**config.mk**
```make
export PLATFORM = sky130hd
export DESIGN_NAME = hwpf_lifo_dedup
export DESIGN_NICKNAME = d
export VERILOG_FILES = /design/src/rtl/hwpf_lifo_dedup.sv
export SDC_FILE = /design/constraint.sdc
export NUM_CORES = 1
export LEC_CHECK = 0
export CORE_MARGIN = 3
export CORE_UTILIZATION = 30
export DETAILED_ROUTE_END_ITERATION = 10
export DONT_BUFFER_PORTS = 1
export PLACE_DENSITY_LB_ADDON = 0.15
export SLEW_MARGIN = 20
export SYNTH_ARGS = -nofsm -noshare
export SYNTH_HDL_FRONTEND = slang
export SYNTH_SLANG_ARGS = --single-unit
```
**constraint.sdc**
```tcl
create_clock -name clk_i -period 4.29 [get_ports clk_i]
set_input_delay 0.6435 -clock clk_i [delete_from_list [all_inputs] [get_ports clk_i]]
set_output_delay 0.6435 -clock clk_i [all_outputs]
set_load 0.02 [all_outputs]
```
**src/rtl/hwpf_lifo_dedup.sv**
```systemverilog
// Prefetch candidate stack: shift-organised LIFO with drop-oldest overflow,
// line-granular deduplication, lock and flush. Entry 0 is always the top.
module hwpf_lifo_dedup #(
    parameter int STACK_DEPTH = 4,
    parameter int ADDR_WIDTH  = 40,
    parameter int LINE_OFFSET = 6,
    parameter bit DEDUP_EN    = 1'b1
) (
    input  logic                                 clk_i,
    input  logic                                 rst_ni,
    input  logic                                 flush_i,
    input  logic                                 lock_i,
    input  logic                                 push_i,
    input  logic [ADDR_WIDTH-1:0]                val_i,
    input  logic                                 pop_i,
    output logic                                 valid_o,
    output logic [ADDR_WIDTH-1:0]                req_o,
    output logic [$clog2(STACK_DEPTH+1)-1:0]     count_o,
    output logic                                 full_o,
    output logic                                 drop_o,
    output logic                                 dup_o
);

    localparam int CW = $clog2(STACK_DEPTH + 1);
    localparam int IW = $clog2(STACK_DEPTH);
    localparam logic [CW-1:0] DEPTH_C = CW'(STACK_DEPTH);

    logic [ADDR_WIDTH-1:0] entry_q   [STACK_DEPTH];
    logic [ADDR_WIDTH-1:0] entry_nxt [STACK_DEPTH];
    logic [CW-1:0]         count_q, count_nxt;
    logic                  drop_q, drop_nxt;
    logic                  dup_q, dup_nxt;
    logic                  match_hit;
    logic [IW-1:0]         match_idx;
    logic                  full;

    assign full = (count_q == DEPTH_C);

    // Only valid entries can match; duplicates never coexist, so the last hit is the only hit.
    always_comb begin
        match_hit = 1'b0;
        match_idx = '0;
        for (int k = 0; k < STACK_DEPTH; k++) begin
            if (DEDUP_EN && (CW'(k) < count_q) &&
                (entry_q[k][ADDR_WIDTH-1:LINE_OFFSET] == val_i[ADDR_WIDTH-1:LINE_OFFSET])) begin
                match_hit = 1'b1;
                match_idx = IW'(k);
            end
        end
    end

    // NOTE: every output of this block gets a default first, so no path can infer a latch.
    always_comb begin
        entry_nxt = entry_q;
        count_nxt = count_q;
        drop_nxt  = 1'b0;
        dup_nxt   = 1'b0;

        if (flush_i) begin
            for (int i = 0; i < STACK_DEPTH; i++) entry_nxt[i] = '0;
            count_nxt = '0;
        end else if (lock_i) begin
            // contents frozen; pulses already defaulted low
        end else if (push_i && pop_i) begin
            // Replace top: the popped slot is reused by the new address.
            entry_nxt[0] = val_i;
            if (match_hit) begin
                dup_nxt = 1'b1;
                if (match_idx != '0) begin
                    for (int i = 1; i < STACK_DEPTH - 1; i++) begin
                        if (IW'(i) >= match_idx) entry_nxt[i] = entry_q[i+1];
                    end
                    entry_nxt[STACK_DEPTH-1] = '0;
                    count_nxt = count_q - CW'(1);
                end
            end else if (count_q == '0) begin
                count_nxt = CW'(1);
            end
        end else if (push_i) begin
            // A match only shifts the entries above it; otherwise the whole stack shifts.
            entry_nxt[0] = val_i;
            for (int i = 1; i < STACK_DEPTH; i++) begin
                if (!match_hit || (IW'(i) <= match_idx)) entry_nxt[i] = entry_q[i-1];
            end
            if (match_hit) begin
                dup_nxt = 1'b1;
            end else if (full) begin
                drop_nxt = 1'b1;
            end else begin
                count_nxt = count_q + CW'(1);
            end
        end else if (pop_i && (count_q != '0)) begin
            for (int i = 0; i < STACK_DEPTH - 1; i++) entry_nxt[i] = entry_q[i+1];
            entry_nxt[STACK_DEPTH-1] = '0;
            count_nxt = count_q - CW'(1);
        end
    end

    // NOTE: state registers use non-blocking assignments so all flops update together.
    // NOTE: the entry array is reset too, because req_o must read zero out of reset.
    always_ff @(posedge clk_i or negedge rst_ni) begin
        if (!rst_ni) begin
            for (int i = 0; i < STACK_DEPTH; i++) entry_q[i] <= '0;
            count_q <= '0;
            drop_q  <= 1'b0;
            dup_q   <= 1'b0;
        end else begin
            entry_q <= entry_nxt;
            count_q <= count_nxt;
            drop_q  <= drop_nxt;
            dup_q   <= dup_nxt;
        end
    end

    assign valid_o = (count_q != '0);
    assign req_o   = entry_q[0];
    assign count_o = count_q;
    assign full_o  = full;
    assign drop_o  = drop_q;
    assign dup_o   = dup_q;

endmodule

```
# Word level (Yosys, flattened, before mapping)
# Cells that the tools add are included.
# classes
addsub,2
n_lt_le_gt_ge,9
eq_ne,17
muxes,40
reduce_logical,19
# op_table
op,n
$mux 160,5
$mux 120,2
$mux 40,5
$eq 34x34->1,4
$mux 3,10
$reduce_and 6->1,3
$mux 1,16
$ne 4x3->1 const B,4
$ne 4x2->1 const B,3
$ne 3x2->1 const B,3
$logic_and 1x1->1,6
$lt 1x3->1 const A,2
$lt 2x3->1 const A,2
$reduce_and 5->1,1
$le 2x2->1 const A,2
$mux 2,2
$reduce_bool 4->1,1
$add 3x1->3 const B,1
$eq 3x3->1 const B,1
$logic_not 3->1,1
$logic_or 1x1->1,3
$ne 3x3->1 const B,1
$reduce_bool 3->1,1
$sub 3x1->3 const B,1
7 further kinds,7
# totals
reg_bits,165
input_bits,46
out_inout_bits,47
elab_cells,94

# Logic depth before layout (Yosys ltp)
# Gate-level depths: netlist (run 1).
# logic_depth
word_depth,13
ltp_mapped,10
mapped_depth_nobuf,9

# Worst setup path after synthesis (run 1)
# No wires, ideal clock.
# synth_path
path_type,input to register
from,input val_i[22]
to,register entry_q[40] (netlist name)
setup_time_ps,125
arrival_ps,3183
required_ps,4165
setup_slack_ps,983
stages,9
path_buffers,2
cell_sequence,buf_2 xnor2_2 nand4_1 or4_1 or4_4 a31oi_1 o211a_1 buf_6 mux2_2
# synth_via
elab_chain_len,10
elab_cells_between_ends,25
classes_between,order compare: 2; eq/ne: 8; mux: 7; reduce/logical: 8
# synth_lines
item,line_no,text
from (decl),14,"input logic [ADDR_WIDTH-1:0] val_i,"
"parallel branches: the longest is 9 deep, another holds $le 2x2->1",-,
$reduce_and 6->1 (no source line) (*),-,
to (signal assigned),108,entry_q <= entry_nxt;
to (decl),28,logic [ADDR_WIDTH-1:0] entry_q [STACK_DEPTH];
# Mark *: on every way between the ends.
# A chain may end at the register's enable or synchronous reset.

# Worst setup path after layout (run 1)
# layout_path
from,register entry_q[86] (netlist name)
to,register entry_q[18] (netlist name)
# layout_via
elab_chain_len,9
elab_cells_between_ends,16
classes_between,order compare: 1; eq/ne: 4; mux: 6; reduce/logical: 5
# layout_lines
item,line_no,text
$eq 34x34->1 (*),45,(entry_q[k][ADDR_WIDTH-1:LINE_OFFSET] == val_i[ADDR_WIDTH-1:LINE_OFFSET])) begin
$logic_and 1x1->1 (*),44,if (DEDUP_EN && (CW'(k) < count_q) &&
$mux 1,44,
$mux 2 or $mux 1 (tied branches) (2 in a row),44,
$le 2x2->1 or $logic_not 1->1 (tied branches),83,if (!match_hit || (IW'(i) <= match_idx)) entry_nxt[i] = entry_q[i-1];
$logic_or 1x1->1,83,
$ne 4x2->1 (no source line),-,
$reduce_and 5->1 (no source line) (*),-,
# Mark *: on every way between the ends. The rest lies on a longest branch, timed or not.

==> results.md, run 1 <==
* VDD IR max at 0.276 mV
* Seq. cell area at 4130 sq um
* Layout fillers at 3,481
* Worst-skew pair later-pin latency at 0.45 ns
* R2R cell count at 9
* GRT Total Usage at 0.182
* Failing checks: hold timing
* CTS H-tree lvls at 4
* Row count at 67
* CP max FO at 14
* FF-to-FF End: entry_q[18]$_DFFE_PN0P_
* Ys Warns at 0
* First-pass GRT wire length at 49,700 um
* Hold WC Path Type: primary input to async pin
* Area Overhead vs Synth at 5.33%
* Cell chain of the critical path: xnor2_1, nand4_1, or4_1, or4_4, nor4b_4, or4_4, nand2_4, buf_4, mux2i_1
* Worst-Margin Slew at 0.815 ns
* Yosys reg bits at 165
* Max-slew violations at 0
* Top post-synthesis cells by area: dfrtp_1 40%, nand2_1 9.0%, mux2_2 9.0%
* Worst path top cell family by delay: simple AND/OR/NAND/NOR gates
* CP peak stage delay at 0.58 ns
* Dominant synthesized flop cell: dfrtp_1
* Commonest cells after routing, fill and taps aside: 248 x nand2_1, 165 x dfrtp_1, 87 x a21oi_1
* Post-CTS sizing at 0
* Pin count of the biggest net entering global routing at 166
* Final min period at 3.60 ns
* Tcrit/Tclk final at 0.839
* Layout cell share with drive strength beyond 1 at 0.143
* M1 GR Usage at 0.261
* Total gr overflow at 0
* Data required, critical path at 4.66 ns
* Leak at 0.00465 uW
* Cell Area, Synth at 10,300 sq um
* Pwr dens at 351 nW/um^2
* TritonCTS Buffers at 17
* Die ar. at 36,600 sq um
* Clock Sinks at 165
* Most used routing layer: met2
* Initial DRC Count at 470
* Initial Utilization at 0.306
* Post-Syn Area per Cell at 9.34 sq um
* Max Fclk at 0.278 GHz
* Routed Antenna Nets at 0
* Vias per Instance at 4.88
* Wirelength per Cell at 22.2 um
* Type of destination of the critical path: flop
* Overall die height at 191 um
* Worst slack, placed at 0.478 ns
* Die W at 191 um
* Post-synth top area share at 0.401
* Port Buf Inserts at 0
* N_diodes at 0
* Setup TNS at 0 ns
* CTS tree: built
* RSZ-0062 raised after global routing: no
* Final setup viols at 0
* Async S/R FF share, synth at 1.00
* Fin. Hold Viols at 165
* Antenna violations before repair at 0
* Residual DRC at 0
* Relative slew slack at 0.455
* Placer Congestion at 0.862
* CP max stage cell: or4_4
* Fin Hold WS at -0.0872 ns
* CP arrival at 3.97 ns
* Clk_skew at 0.0141 ns
* Synth Instances at 1,103
* Sequential share of the synthesized area at 0.401
* Crit path launch type: flop
* CP Class: flop to flop
* Vias in the first global route at 7,206
* # IOs at 93
* Detailed-route via count at 7,134
* Total routed wirelength at 32,500 um
* Unique cell type count in the Yosys netlist at 42
* Reg-to-reg startpoint: entry_q[86]$_DFFE_PN0P_
* Syn Nets at 1,153
* CTS Buffer Depth at 2
* Pwr Total at 3810 uW
* Met2 Resource Use GR at 0.282
* Max-capacitance violation count at 0
* Most frequent CP cell: or4_4
* Most common cell after layout, fill and taps aside: nand2_1
* Clk root buf: clkbuf_16
* Worst Setup Slack, final at 0.689 ns
* Area of the multi-input gates at 5250 sq um
* Post-synth top area cell: dfrtp_1
* # Post-CTS Setup Buffers at 0
* Flop2flop setup slack at 0.69 ns
* GR Util met3 at 0.0363
* Outcome: complete, but fails checks
* Detailed Routing Iterations Pass 1 at 5
* Fin nets at 1,052
* Post-DP HPWL at 21,800 um
* Core area at 33,700 sq um
* Post-synth EDFFs at 0
* Clock slew at reported path FFs at 0.08 ns
* Buf+Inv Stages, Crit Path at 1
==> synth_stat cells, types with 5 or more instances <==
cell      instances
nand2_1         248
dfrtp_1         165
a21oi_1          87
xor2_1           84
mux2_2           82
mux2i_1          80
clkbuf_1         71
xnor2_1          50
inv_1            43
buf_4            41
o31ai_1          40
nor4_1           22
nand4_1          15
buf_2            10
buf_6             9
nor2_1            9
nand3_1           6
nor3_1            5
==> cell type report <==
| cell class | count | area share |
|---|---|---|
| multi-input combinational | 760 | 0.484 |
| sequential | 165 | 0.381 |
| tap | 448 | 0.0517 |
| clock buffer | 18 | 0.0405 |
| clock inverter | 14 | 0.0149 |
| inverter | 43 | 0.0149 |
| timing repair buffer | 15 | 0.0138 |
==> power by group <==
group,switching [uW],internal [uW]
registers,130,1600
logic,285,187
clock network,759,847
==> cell families (layout without fill, tap and decap cells) <==
family	Yosys count	count (layout)	synth area share
buffers and inverters	178	90	0.0939
adders and majority gates	4	4	0.00486
xor gates and xnor gates	138	138	0.120
and+or+nand+nor	320	320	0.135
muxes	162	162	0.167
AOI/OAI and AO/OA	136	136	0.0780
DFF	165	165	0.401
==> flip-flops by register name, indices dropped and copies added, names as in the netlist <==
name	flops
req_o	40
entry_q	120
count_o	3
dup_o	1
drop_o	1
==> metal layers <==
metal	wire [um]	part of all wire
met1	15700	0.48
met2	15000	0.46
met3	1380	0.042
met4	371	0.011
met5	0	0
==> how the worst max path moves through the flow <==
stage	start	to	cells after the start
floorplan	val_i[22]	entry_q[40]$_DFFE_PN0P_	9
global placement	val_i[37]	entry_q[17]$_DFFE_PN0P_	9
detailed placement	val_i[37]	entry_q[24]$_DFFE_PN0P_	9
CTS	entry_q[117]$_DFFE_PN0P_	entry_q[24]$_DFFE_PN0P_	9
global route	entry_q[86]$_DFFE_PN0P_	entry_q[17]$_DFFE_PN0P_	9
finish	entry_q[86]$_DFFE_PN0P_	entry_q[18]$_DFFE_PN0P_	9
==> per-stage QoR <==
| step | util | instances | hold WS [ns] | area [sq um] |
|---|---|---|---|---|
| after floorplan | - | 1103 | 0.348 | 10300 |
| after global placement | 0.304 | 1431 | 0.366 | 10200 |
| after detailed placement | 0.304 | 1431 | 0.365 | 10200 |
| after CTS | 0.322 | 1463 | -0.121 | 10800 |
| after global routing | 0.322 | 1463 | -0.111 | 10800 |
| final | 0.322 | 1463 | -0.0872 | 10800 |
Note: power is estimated with default switching activity, not from simulation.
==> run 2, diff against run 1 <==
==> constraint.sdc (replaced) <==
create_clock -name clk_i -period 3.61 [get_ports clk_i]
set_input_delay 0.5415 -clock clk_i [delete_from_list [all_inputs] [get_ports clk_i]]
set_output_delay 0.5415 -clock clk_i [all_outputs]
set_load 0.02 [all_outputs]
==> run 2 against run 1 <==
Compared with the run above: the run still ends with hold timing left; final area grew 0.55%; final cell count grew 0.55%; maximum frequency grew 7.4%; via count grew 1.6%; critical path depth is the same; clock skew grew 0.0099 ns; register-to-register slack lost 0.43 ns.
==> results.md, run 2 (synthesis gave the netlist of run 1 again) <==
* Met2 Resource Use GR at 0.295 (was 0.282)
* Max reg flops at 120 (unchanged)
* Most common cell after layout, fill and taps aside: nand2_1 (unchanged)
* RSZ-0062 raised after global routing: no (unchanged)
* FF-to-FF End: entry_q[23]$_DFFE_PN0P_ (was entry_q[18]$_DFFE_PN0P_)
* Final min period at 3.35 ns (was 3.60 ns)
* CP arrival at 3.71 ns (was 3.97 ns)
* Worst Setup Slack, final at 0.258 ns (was 0.689 ns)
* Clock slew at reported path FFs at 0.07 ns (was 0.08 ns)
* Type of destination of the critical path: flop (unchanged)
* First-pass GRT wire length at 50,100 um (was 49,700 um)
* CP Class: flop to flop (unchanged)
* Layout fillers at 3,523 (was 3,481)
* Fin nets at 1,061 (was 1,052)
* CTS tree: built (unchanged)
* CTS H-tree lvls at 4 (unchanged)
* Max-slew violations at 0 (unchanged)
* Hold WC Path Type: primary input to async pin (unchanged)
* Final setup viols at 0 (unchanged)
* Worst-skew pair later-pin latency at 0.45 ns (about the same)
* N_diodes at 0 (unchanged)
* Die W at 191 um (unchanged)
* Relative slew slack at 0.278 (was 0.455)
* Detailed Routing Iterations Pass 1 at 5 (unchanged)
* # IOs at 93 (unchanged)
* Most used routing layer: met2 (unchanged)
* Worst slack, placed at 0.163 ns (was 0.478 ns)
* Vias per Instance at 4.93 (was 4.88)
* Top reg by flops: entry_q (unchanged)
* Detailed-route via count at 7,249 (was 7,134)
* CP max FO at 16 (was 14)
* Clock Sinks at 165 (unchanged)
* Placer Congestion at 0.839 (was 0.862)
* Fin Hold WS at -0.190 ns (was -0.0872 ns)
* Outcome: complete, but fails checks (unchanged)
* Total gr overflow at 0 (unchanged)
* Initial DRC Count at 501 (was 470)
* GRT Total Usage at 0.183 (was 0.182)
* Clock power frac at 0.403 (was 0.422)
* Post-DP HPWL at 22,200 um (was 21,800 um)
* Data required, critical path at 3.96 ns (was 4.66 ns)
* R2R cell count at 9 (unchanged)
* M1 GR Usage at 0.255 (was 0.261)
* CP max stage cell: or4_4 (unchanged)
* Setup TNS at 0 ns (unchanged)
* Reg-to-reg startpoint: entry_q[86]$_DFFE_PN0P_ (unchanged)
* Failing checks: hold timing (unchanged)
* Total routed wirelength at 32,700 um (was 32,500 um)
* Initial Utilization at 0.306 (unchanged)
* VDD IR max at 0.312 mV (was 0.276 mV)
* Tcrit/Tclk final at 0.929 (was 0.839)
* Port Buf Inserts at 0 (unchanged)
* Worst setup path startpoint: entry_q[86]$_DFFE_PN0P_ (unchanged)
* Sw power at 1340 uW (was 1170 uW)
* Max Fclk at 0.298 GHz (was 0.278 GHz)
* End-of-flow core utilization at 0.324 (was 0.322)
* Die ar. at 36,600 sq um (unchanged)
* TritonCTS Buffers at 17 (unchanged)
* Vias in the first global route at 7,312 (was 7,206)
* Core area at 33,700 sq um (unchanged)
* Overall die height at 191 um (unchanged)
* Worst-Margin Slew at 1.08 ns (was 0.815 ns)
* Critical path depth in cells at 9 (unchanged)
* CTS Buffer Depth at 2 (unchanged)
* Gate power share at 0.141 (was 0.124)
* Clk_skew at 0.0240 ns (was 0.0141 ns)
* Buf+Inv Stages, Crit Path at 1 (unchanged)
* Critical Path Sink: entry_q[23]$_DFFE_PN0P_ (was entry_q[18]$_DFFE_PN0P_)
* Residual DRC at 0 (unchanged)
* Cell chain of the critical path: xnor2_1, nand4_1, or4_1, or4_4, nor4b_4, or4_4, nand2_4, buf_12, mux2i_1 (was xnor2_1, nand4_1, or4_1, or4_4, nor4b_4, or4_4, nand2_4, buf_4, mux2i_1)
* Flop2flop setup slack at 0.26 ns (was 0.69 ns)
* Crit path launch type: flop (unchanged)
* Worst path top cell family by delay: simple AND/OR/NAND/NOR gates (unchanged)
* Sw frac at 0.301 (was 0.308)
* Most frequent CP cell: or4_4 (unchanged)
* Max-capacitance violation count at 0 (unchanged)
* Commonest cells after routing, fill and taps aside: 248 x nand2_1, 165 x dfrtp_1, 87 x a21oi_1 (unchanged)
* Routed Antenna Nets at 0 (unchanged)
* Pwr dens at 407 nW/um^2 (was 351 nW/um^2)
* Row count at 67 (unchanged)
* Clk root buf: clkbuf_16 (unchanged)
* CP peak stage delay at 0.57 ns (was 0.58 ns)
* Area Overhead vs Synth at 5.92% (was 5.33%)
* Antenna violations before repair at 0 (unchanged)
* Design internal power at 3110 uW (was 2630 uW)
* Pin count of the biggest net entering global routing at 166 (unchanged)
* GR Util met3 at 0.0411 (was 0.0363)
* Layout cell share with drive strength beyond 1 at 0.149 (was 0.143)
* Fin. Hold Viols at 165 (unchanged)
* Wirelength per Cell at 22.3 um (was 22.2 um)
* Sequential Power Share at 0.456 (was 0.454)
* Post-CTS sizing at 0 (unchanged)
* # Post-CTS Setup Buffers at 0 (unchanged)
* Leak at 0.00467 uW (was 0.00465 uW)
run 2: changes by cell type in the layout (fill, tap and decap cells not counted), sizes merged:
cell and delta:
buf +9, clkinv +1, clkinvlp +2, inv -4
run 2: metrics by stage:
| step | instance area [sq um] | std cells | total power, uW |
|---|---|---|---|
| 2_1_floorplan | 10300 | 1103 | 2580 |
| 3_3_place_gp | 10400 | 1440 | 2700 |
| 3_5_place_dp | 10400 | 1440 | 2700 |
| 4_1_cts | 10900 | 1471 | 4510 |
| 5_1_grt | 10900 | 1471 | 4630 |
| 6_report | 10900 | 1471 | 4440 |
run 2: worst min path at each step:
stage / from / to / slack, ns / cells past startpoint
2_1_floorplan: rst_ni / count_o[0]$_DFFE_PN0P_ / 0.25 / 0
3_3_place_gp: rst_ni / req_o[13]$_DFFE_PN0P_ / 0.26 / 0
3_5_place_dp: rst_ni / entry_q[93]$_DFFE_PN0P_ / 0.26 / 0
4_1_cts: rst_ni / entry_q[29]$_DFFE_PN0P_ / -0.22 / 0
5_1_grt: rst_ni / req_o[14]$_DFFE_PN0P_ / -0.21 / 0
6_report: rst_ni / req_o[14]$_DFFE_PN0P_ / -0.19 / 0
run 2: layout make-up:
class / instances / area [sq um] / area share
clock buffers: 18 / 429 / 0.0393
multi-input cells: 760 / 5250 / 0.481
clock inverters: 13 / 126 / 0.0116
flip-flops and latches: 165 / 4130 / 0.379
well taps: 448 / 561 / 0.0514
inverters: 43 / 161 / 0.0148
repair buffers: 24 / 255 / 0.0234
run 2: power groups by stage:
stage | combinational, uW | sequential [uW] | clock [uW]
4_1_cts | 635 | 2030 | 1850
3_3_place_gp | 632 | 2060 | 0
2_1_floorplan | 575 | 2000 | 0
6_report | 625 | 2030 | 1790
3_5_place_dp | 631 | 2070 | 0
5_1_grt | 674 | 2040 | 1910
run 2: per-layer routing:
metal  up-vias  routed length (um)
met1      3654               15300
met2       137               15600
met3        12                1710
met5         -                   0
li1       3446                   -
met4         0                 195
==> run 3, diff against run 2 <==
--- a/config.mk
+++ b/config.mk
@@ -5,11 +5,14 @@
 export SDC_FILE = /design/constraint.sdc
 export NUM_CORES = 1
 export LEC_CHECK = 0
+export CELL_PAD_IN_SITES_DETAIL_PLACEMENT = 0
+export CELL_PAD_IN_SITES_GLOBAL_PLACEMENT = 1
 export CORE_MARGIN = 3
 export CORE_UTILIZATION = 30
 export DETAILED_ROUTE_END_ITERATION = 10
 export DONT_BUFFER_PORTS = 1
 export PLACE_DENSITY_LB_ADDON = 0.15
+export SKIP_LAST_GASP = 1
 export SLEW_MARGIN = 20
 export SYNTH_ARGS = -nofsm -noshare
 export SYNTH_HDL_FRONTEND = slang
==> run 3 against run 2 <==
Compared with the run above: the run still ends with hold timing left; maximum frequency increased by 0.32%; setup slack improved by 0.011 ns; final area increased by 0.69%; clock skew decreased by 0.0085 ns; via count decreased by 1.4%; final cell count increased by 0.54%; die area unchanged; first-iteration DRC count decreased by 18%; sequential power about the same; combinational power increased by 3%; largest cell class unchanged.
==> results.md, run 3 (synthesis gave the netlist of run 1 again) <==
* Max-slew violations at 0 (unchanged)
* Max-capacitance violation count at 0 (unchanged)
* CP max FO at 15 (was 16)
* Outcome: complete, but fails checks (unchanged)
* Max reg flops at 120 (unchanged)
* Total gr overflow at 0 (unchanged)
* CP Class: flop to flop (unchanged)
* Fin Hold WS at -0.206 ns (was -0.190 ns)
* Worst slack, placed at 0.146 ns (was 0.163 ns)
* Layout fillers at 3,516 (was 3,523)
* GRT Total Usage at 0.190 (was 0.183)
* R2R cell count at 9 (unchanged)
* Layout cell share with drive strength beyond 1 at 0.156 (was 0.149)
* Worst-Margin Slew at 0.816 ns (was 1.08 ns)
* Worst-skew pair later-pin latency at 0.45 ns (about the same)
* TritonCTS Buffers at 17 (unchanged)
* Top reg by flops: entry_q (unchanged)
* CP max stage cell: or4_4 (unchanged)
* Wirelength per Cell at 23.0 um (was 22.3 um)
* Crit path launch type: flop (unchanged)
* Pin count of the biggest net entering global routing at 166 (unchanged)
* Total routed wirelength at 34,000 um (was 32,700 um)
* Final min period at 3.34 ns (was 3.35 ns)
* Most common cell after layout, fill and taps aside: nand2_1 (unchanged)
* Die ar. at 36,600 sq um (unchanged)
* Leak at 0.00472 uW (was 0.00467 uW)
* Relative slew slack at 0.456 (was 0.278)
* Vias per Instance at 4.83 (was 4.93)
* Overall die height at 191 um (unchanged)
* Vias in the first global route at 7,319 (was 7,312)
* CTS Buffer Depth at 2 (unchanged)
* Final setup viols at 0 (unchanged)
* VDD IR max at 0.342 mV (was 0.312 mV)
* Setup TNS at 0 ns (unchanged)
* Post-CTS sizing at 0 (unchanged)
* Clk_skew at 0.0154 ns (was 0.0240 ns)
* Row count at 67 (unchanged)
* # Post-CTS Setup Buffers at 0 (unchanged)
* First-pass GRT wire length at 51,200 um (was 50,100 um)
* N_diodes at 0 (unchanged)
* Cell chain of the critical path: xnor2_1, nand4_1, or4_1, or4_4, nor4b_4, or4_4, nand2_4, buf_12, mux2i_1 (unchanged)
* Detailed Routing Iterations Pass 1 at 5 (unchanged)
* Residual DRC at 0 (unchanged)
* Routed Antenna Nets at 0 (unchanged)
* Fin cells at 1,479 (was 1,471)
* CP peak stage delay at 0.57 ns (about the same)
* Initial Utilization at 0.306 (unchanged)
* CP arrival at 3.70 ns (was 3.71 ns)
* Pwr dens at 413 nW/um^2 (was 407 nW/um^2)
* Tcrit/Tclk final at 0.926 (was 0.929)
* Clock slew at reported path FFs at 0.08 ns (was 0.07 ns)
* Type of destination of the critical path: flop (unchanged)
* Clk root buf: clkbuf_16 (unchanged)
* Commonest cells after routing, fill and taps aside: 248 x nand2_1, 165 x dfrtp_1, 87 x a21oi_1 (unchanged)
* CTS tree: built (unchanged)
* Post-DP HPWL at 22,900 um (was 22,200 um)
* Fin nets at 1,068 (was 1,061)
* Port Buf Inserts at 0 (unchanged)
* Max Fclk at 0.299 GHz (was 0.298 GHz)
* Worst Setup Slack, final at 0.269 ns (was 0.258 ns)
* # IOs at 93 (unchanged)
* Fin. Hold Viols at 165 (unchanged)
* Placed cells at 1,447 (was 1,440)
* Failing checks: hold timing (unchanged)
* Detailed-route via count at 7,147 (was 7,249)
* Hold WC Path Type: primary input to async pin (unchanged)
* Die W at 191 um (unchanged)
* Clock Sinks at 165 (unchanged)
* Placer Congestion at 0.829 (was 0.839)
* RSZ-0062 raised after global routing: no (unchanged)
* Area Overhead vs Synth at 6.65% (was 5.92%)
* Most frequent CP cell: or4_4 (unchanged)
* Initial DRC Count at 412 (was 501)
* CTS H-tree lvls at 4 (unchanged)
* Antenna violations before repair at 0 (unchanged)
* Core area at 33,700 sq um (unchanged)
* Data required, critical path at 3.97 ns (was 3.96 ns)
-- run 3: critical path: cells and delay by family (launching register included) --
kind / cells / cell delay (ns)
flops: 1 / 0.42
simple gates: 6 / 1.99
mux: 1 / 0.20
xor+xnor: 1 / 0.44
buf+inv: 1 / 0.18
-- run 3: where the power goes --
| part | internal, uW | switching, uW | total [uW] |
|---|---|---|---|
| Clock | 991 | 884 | 1870 |
| Combinational | 259 | 384 | 643 |
| Sequential | 1900 | 122 | 2020 |
-- run 3: layout make-up --
| class | count | area, sq um | share of cell area |
|---|---|---|---|
| Clock buffer | 19 | 443 | 0.0403 |
| Timing Repair Buffer | 31 | 308 | 0.0280 |
| Sequential cell | 165 | 4130 | 0.376 |
| Inverter | 43 | 161 | 0.0147 |
| Tap cell | 448 | 561 | 0.0510 |
| Multi-Input combinational cell | 760 | 5250 | 0.478 |
| Clock inverter | 13 | 135 | 0.0123 |
-- run 3: metrics by stage --
step / util / hold slack, ns / power, uW / area (sq um)
6_report: 0.326 / -0.206 / 4540 / 11000
2_1_floorplan: - / 0.246 / 2580 / 10300
5_1_grt: 0.326 / -0.234 / 4750 / 11000
4_1_cts: 0.326 / -0.237 / 4620 / 11000
3_5_place_dp: 0.309 / 0.260 / 2720 / 10400
3_3_place_gp: 0.309 / 0.260 / 2720 / 10400
-- run 3: per-layer routing --
layer,track usage,up-vias,part of all wire
met1,0.271,3569,0.49
met5,0,-,0
li1,-,3462,-
met4,0.0381,0,0.0081
met2,0.294,102,0.46
met3,0.0440,14,0.045
-- run 3: worst paths after layout --
check	from	slack, ns	end
worst max-delay path	entry_q[117]$_DFFE_PN0P_	0.27	entry_q[15]$_DFFE_PN0P_
worst min-delay path	rst_ni	-0.21	entry_q[118]$_DFFE_PN0P_
worst max register to register	entry_q[117]$_DFFE_PN0P_	0.27	entry_q[15]$_DFFE_PN0P_
worst min register to register	entry_q[2]$_DFFE_PN0P_	0.53	entry_q[2]$_DFFE_PN0P_
max in group asynchronous	rst_ni	3.49	req_o[17]$_DFFE_PN0P_
min in group clk_i	flush_i	0.19	req_o[0]$_DFFE_PN0P_
